**src/rtl/bcd_pkg.sv**
```systemverilog
// Shared definitions for the sequential BCD-to-binary converter:
// digit constants, FSM state encoding and a parameter sizing helper.
package bcd_pkg;

  localparam int         BCD_DIGIT_W = 4;
  localparam logic [3:0] BCD_MAX     = 4'd9;

  typedef enum logic [1:0] {
    S_IDLE = 2'd0,
    S_CONV = 2'd1,
    S_DONE = 2'd2
  } state_e;

  // Largest decimal value representable with the given number of digits.
  function automatic longint unsigned dec_max(input int digits);
    longint unsigned v;
    v = 64'd1;
    for (int i = 0; i < digits; i++) begin
      v = v * 64'd10;
    end
    return v - 64'd1;
  endfunction

endpackage

```
**src/rtl/bcd_mac_step.sv**
```systemverilog
// One decimal multiply-accumulate step: nxt = acc*10 + digit, flagging digits above 9.
// The digit is used unclamped; overflow from bad digits simply truncates.
module bcd_mac_step
  import bcd_pkg::*;
#(
  parameter int BIN_W = 14
) (
  input  logic [BIN_W-1:0]       acc,
  input  logic [BCD_DIGIT_W-1:0] digit,
  output logic [BIN_W-1:0]       nxt,
  output logic                   bad
);

  localparam int EXT_W = BIN_W + 4;

  logic [EXT_W-1:0] acc_ext;

  assign acc_ext = EXT_W'(acc);
  assign nxt     = BIN_W'((acc_ext << 3) + (acc_ext << 1) + EXT_W'(digit));
  assign bad     = (digit > BCD_MAX);

endmodule

```
**src/rtl/bcd_bin_seq.sv**
```systemverilog
// Sequential BCD-to-binary converter: one shared acc*10+digit step per cycle,
// most-significant digit first, with valid/ready on both sides and a synchronous flush.
//
// state  | meaning
// S_IDLE | ready for a request; last result held on bin_out/err
// S_CONV | one digit folded into acc per cycle, DIGITS cycles
// S_DONE | result presented with out_valid until out_ready
module bcd_bin_seq
  import bcd_pkg::*;
#(
  parameter int DIGITS = 4,
  parameter int BIN_W  = 14,
  parameter int CNT_W  = 3
) (
  input  logic                    clk,
  input  logic                    rst_n,
  input  logic                    in_valid,
  output logic                    in_ready,
  input  logic [4*DIGITS-1:0]     bcd_in,
  input  logic                    flush,
  output logic                    out_valid,
  input  logic                    out_ready,
  output logic [BIN_W-1:0]        bin_out,
  output logic                    err
);

  localparam int SH_W = BCD_DIGIT_W * DIGITS;

  if (DIGITS < 2) begin : g_digits_chk
    $error("bcd_bin_seq: DIGITS must be at least 2");
  end
  if (BIN_W < 64) begin : g_bin_w_chk
    if ((64'd1 << BIN_W) <= dec_max(DIGITS)) begin : g_too_narrow
      $error("bcd_bin_seq: BIN_W cannot hold the largest DIGITS-digit decimal value");
    end
  end
  if ((1 << CNT_W) <= DIGITS) begin : g_cnt_w_chk
    $error("bcd_bin_seq: CNT_W too narrow to count DIGITS steps");
  end

  localparam logic [CNT_W-1:0] CNT_LAST = CNT_W'(DIGITS - 1);

  state_e             state_q, state_d;
  logic [SH_W-1:0]    sh_q, sh_d;
  logic [BIN_W-1:0]   acc_q, acc_d;
  logic               err_acc_q, err_acc_d;
  logic [CNT_W-1:0]   cnt_q, cnt_d;
  logic [BIN_W-1:0]   bin_q, bin_d;
  logic               err_q, err_d;

  logic [BIN_W-1:0]   mac_nxt;
  logic               mac_bad;

  bcd_mac_step #(
    .BIN_W (BIN_W)
  ) u_mac (
    .acc   (acc_q),
    .digit (sh_q[SH_W-1 -: BCD_DIGIT_W]),
    .nxt   (mac_nxt),
    .bad   (mac_bad)
  );

  always_ff @(posedge clk or negedge rst_n) begin
    if (!rst_n) begin
      state_q   <= S_IDLE;
      sh_q      <= '0;
      acc_q     <= '0;
      err_acc_q <= 1'b0;
      cnt_q     <= '0;
      bin_q     <= '0;
      err_q     <= 1'b0;
    end else begin
      state_q   <= state_d;
      sh_q      <= sh_d;
      acc_q     <= acc_d;
      err_acc_q <= err_acc_d;
      cnt_q     <= cnt_d;
      bin_q     <= bin_d;
      err_q     <= err_d;
    end
  end

  always_comb begin
    state_d   = state_q;
    sh_d      = sh_q;
    acc_d     = acc_q;
    err_acc_d = err_acc_q;
    cnt_d     = cnt_q;
    bin_d     = bin_q;
    err_d     = err_q;

    // Flush abandons any work but leaves the last published result visible.
    if (flush) begin
      state_d = S_IDLE;
    end else begin
      unique case (state_q)
        S_IDLE: begin
          if (in_valid) begin
            sh_d      = bcd_in;
            acc_d     = '0;
            err_acc_d = 1'b0;
            cnt_d     = '0;
            state_d   = S_CONV;
          end
        end
        S_CONV: begin
          acc_d     = mac_nxt;
          sh_d      = sh_q << BCD_DIGIT_W;
          err_acc_d = err_acc_q | mac_bad;
          cnt_d     = cnt_q + CNT_W'(1);
          if (cnt_q == CNT_LAST) begin
            bin_d   = mac_nxt;
            err_d   = err_acc_q | mac_bad;
            state_d = S_DONE;
          end
        end
        S_DONE: begin
          if (out_ready) begin
            state_d = S_IDLE;
          end
        end
        default: begin
          state_d = S_IDLE;
        end
      endcase
    end
  end

  // in_ready is held low while reset is asserted, even though the state already reads IDLE.
  assign in_ready  = rst_n && (state_q == S_IDLE);
  assign out_valid = (state_q == S_DONE);
  assign bin_out   = bin_q;
  assign err       = err_q;

endmodule

```
**config.mk**
```make
export PLATFORM = sky130hd
export DESIGN_NAME = bcd_bin_seq
export DESIGN_NICKNAME = d
export VERILOG_FILES = /design/src/rtl/bcd_pkg.sv /design/src/rtl/bcd_mac_step.sv /design/src/rtl/bcd_bin_seq.sv
export SDC_FILE = /design/constraint.sdc
export NUM_CORES = 1
export LEC_CHECK = 0
export CORE_UTILIZATION = 57
export CTS_BUF_LIST = sky130_fd_sc_hd__clkbuf_4 sky130_fd_sc_hd__clkbuf_8
export DETAILED_ROUTE_END_ITERATION = 10
export PLACE_DENSITY = 0.91
export SLEW_MARGIN = 15
export SYNTH_ARGS = -nofsm -noshare
export SYNTH_HDL_FRONTEND = slang
export SYNTH_SLANG_ARGS = --single-unit
```
**constraint.sdc**
```tcl
create_clock -name clk -period 3.2 [get_ports clk]
set_input_delay 0.64 -clock clk [delete_from_list [all_inputs] [get_ports clk]]
set_output_delay 0.64 -clock clk [all_outputs]
set_load 0.02 [all_outputs]
```
==> flow_summary.ini <==
[run_status]
run_status = finished, violations left
violations = design-rule violations

[floorplanning]
rows = 24
io_pins = 38
dieHeight_um = 71.1
fp.dieArea_um2 = 5060
die-width_um = 71.1
initial_utilization_pct = 60.9
core_um2 = 4470

[yosys]
synthArstFlopShare_pct = 100
avgSynthCellArea_um2 = 10.6
synth_ff_type = dfrtp_1
syn_nets = 305
ys_seq_area_share_pct = 45.9
synth_edf_count = 0
yosys_warnings = 0
synthDistinctLibCells = 39
synth_seq_cells = 50
yosys.area.top_type_share_pct = 45.9
synth_cells = 258
synth_area_leaders = dfrtp_1 46%, ha_1 11%, o21ai_0 5.0%, nand2_1 4.8%, mux2i_1 4.8%
synthesis.area_um2 = 2730
synth_top_area_cell = dfrtp_1

[clocking]
root_buffer = clkbuf_8
cts_tree = done
hold_buffers = 0
htree_levels = 2
clockBufferDepth = 2
cts_buffers = 5
cts_setup_buffers = 0
clkTransAtPathRegs_ns = 0.09
cts_sinks = 50
cts_resized = 0
clk_latency_ns = 0.30

[global_routing]
overflow = 0
track_usage_pct = 25.7
grt_antenna_before_repair = 0
grt_pass1_wl_mm = 9.96
grt_start_max_net_pins = 51
grt_pass1_vias = 2167

[timing]
clock.fmax_mhz = 369
finalSetupViolations = 0
hold_violations = 0
worstMarginPinSlew_ns = 0.614
fin_crit_sh_pct = 84.7
slew_viol_final = 0
min_period_ns = 2.71
maxSlewHeadroom_pct = 59.0
tns_ns = 0
rsz0062_at_grt = no
fin_skew_ns = 0.00444

[placement]
numPortBuffers = 37
place_congestion = 0.900
dp_cells = 341
dp_hpwl_mm = 4.12

[hold_path]
hp-class = reg2reg

[power_and_ir_drop]
combPwrFrac_pct = 44.5
p_switching_uw = 885
swShare_pct = 37.3
clkPwrFrac_pct = 16.3
power.leakage_uw = 0.00159
sequentialPowerShare_pct = 39.2
total_power_uw = 2370
max-vdd-ir-drop_mv = 0.559
internal_power_uw = 1490
p_per_area_nw_per_um2 = 732

[setup_path]
critPathMaxFanout = 3
critical_path_class = reg2reg
critPathLaunchType = flip-flop
cp-end-kind = flip-flop
worstPathArrival_ns = 2.91
worst_ep_required_time_ns = 3.40

[drt]
viasPerCell = 6.00
drc_errors = 1
vias = 2093
ant_nets = 0
wl_per_cell_um = 15.9
drt_pre_antenna_iters = 9
drt_iter0_drc = 85
wirelength_mm = 5.55

[layout]
finalNetCount = 343
final_common_cell = dfrtp_1
area_growth_pct = 18.9
drive_above_1_share_pct = 10.4
num_antenna_cells = 0
stdcell_count = 349
final_util_pct = 72.4
mostFrequentLayoutCells = 50 x dfrtp_1, 36 x clkdlybuf4s50_1, 35 x nand2_1

[run]
max_cap_viol_count = 0
-- power by group through the flow --
stage	Sequential [µW]	Clock (µW)	Combinational [µW]
2_1_floorplan	1010	0	618
3_3_place_gp	936	0	1010
3_5_place_dp	945	0	1050
4_1_cts	931	397	1060
5_1_grt	955	419	1170
6_report	929	386	1060
-- synthesized netlist by cell type, types with 2 or more instances --
cell and number:
a21oi_1 7, dfrtp_1 50, nand3_1 2, a21o_1 3, a22o_1 9, a32o_1 3
nor2_1 7, a211oi_1 3, nor2_2 2, or3_1 3, inv_1 11, mux2_2 8
xor2_1 3, buf_2 5, fa_1 2, nand4_1 2, a31o_2 3, nand2b_1 3
and2_1 3, clkbuf_1 5, o21ai_0 27, ha_1 24, xnor2_1 4, nand2_1 35
a21oi_2 2, mux2i_1 13, a211o_1 3, nor2b_1 5
-- sequential cells by signal, summed over array words and instances, names as in the netlist --
signal     cells
acc_q         13
bin_out       14
cnt_q          3
err            1
err_acc_q      1
sh_q          16
state_q        2
-- cells by family (layout without fill, tap and decap cells) --
logic type | Yosys count | after routing | share of synthesized area (%)
buffers and inverters | 21 | 60 | 3.12
adders and majority gates | 26 | 26 | 12.5
and+or+nand+nor | 67 | 67 | 11.6
DFF | 50 | 50 | 45.9
xor gates and xnor gates | 7 | 7 | 2.25
AOI/OAI and AO/OA | 66 | 66 | 16.5
muxes | 21 | 21 | 8.08
-- layer usage --
layer / vias to the layer above / part of all wire [%] / track usage [%]
li1: 1000 / - / -
met2: 64 / 52 / 45.3
met1: 1013 / 41 / 30.9
met3: 16 / 3.9 / 5.27
met5: - / 0 / 0
met4: 0 / 3.0 / 10.0
-- area by class of cell --
type / count / area, µm²
Timing Repair Buffer: 41 / 395
Clock inverter: 1 / 5.00
Tap cell: 52 / 65.1
Fill cell: 327 / 1230
Inverter: 11 / 41.3
Sequential cell: 50 / 1250
Clock buffer: 7 / 90.1
Multi-Input combinational cell: 187 / 1390
-- worst paths after layout --
path                            startpoint   endpoint  slack, ns  depth (start not counted)
worst max-delay path              sh_q[15]  acc_q[12]       0.49                          8
worst min-delay path               sh_q[2]    sh_q[2]       0.49                          2
worst max register to register    sh_q[15]  acc_q[12]       0.49                          8
worst min register to register     sh_q[2]    sh_q[2]       0.49                          2
max in group asynchronous            rst_n    sh_q[4]       2.29                          2
min in group asynchronous            rst_n   acc_q[8]       0.50                          2
-- critical path, stage by stage (launching register included) --
cell	delay [ns]
dfrtp_1	0.38
inv_1	0.09
fa_1	0.53
fa_1	0.48
nor2b_1	0.19
o2111ai_1	0.19
a211oi_1	0.31
o21ai_0	0.17
a32o_1	0.27
-- through the flow --
step	cell area (µm²)	setup slack, ns	hold slack (ns)
global placement	3150	0.661	0.462
CTS	3240	0.505	0.493
finish	3240	0.490	0.490
floorplan	2730	0.780	0.344
global route	3240	0.331	0.537
detailed placement	3150	0.536	0.473
Note: power is estimated with default switching activity, not from simulation.
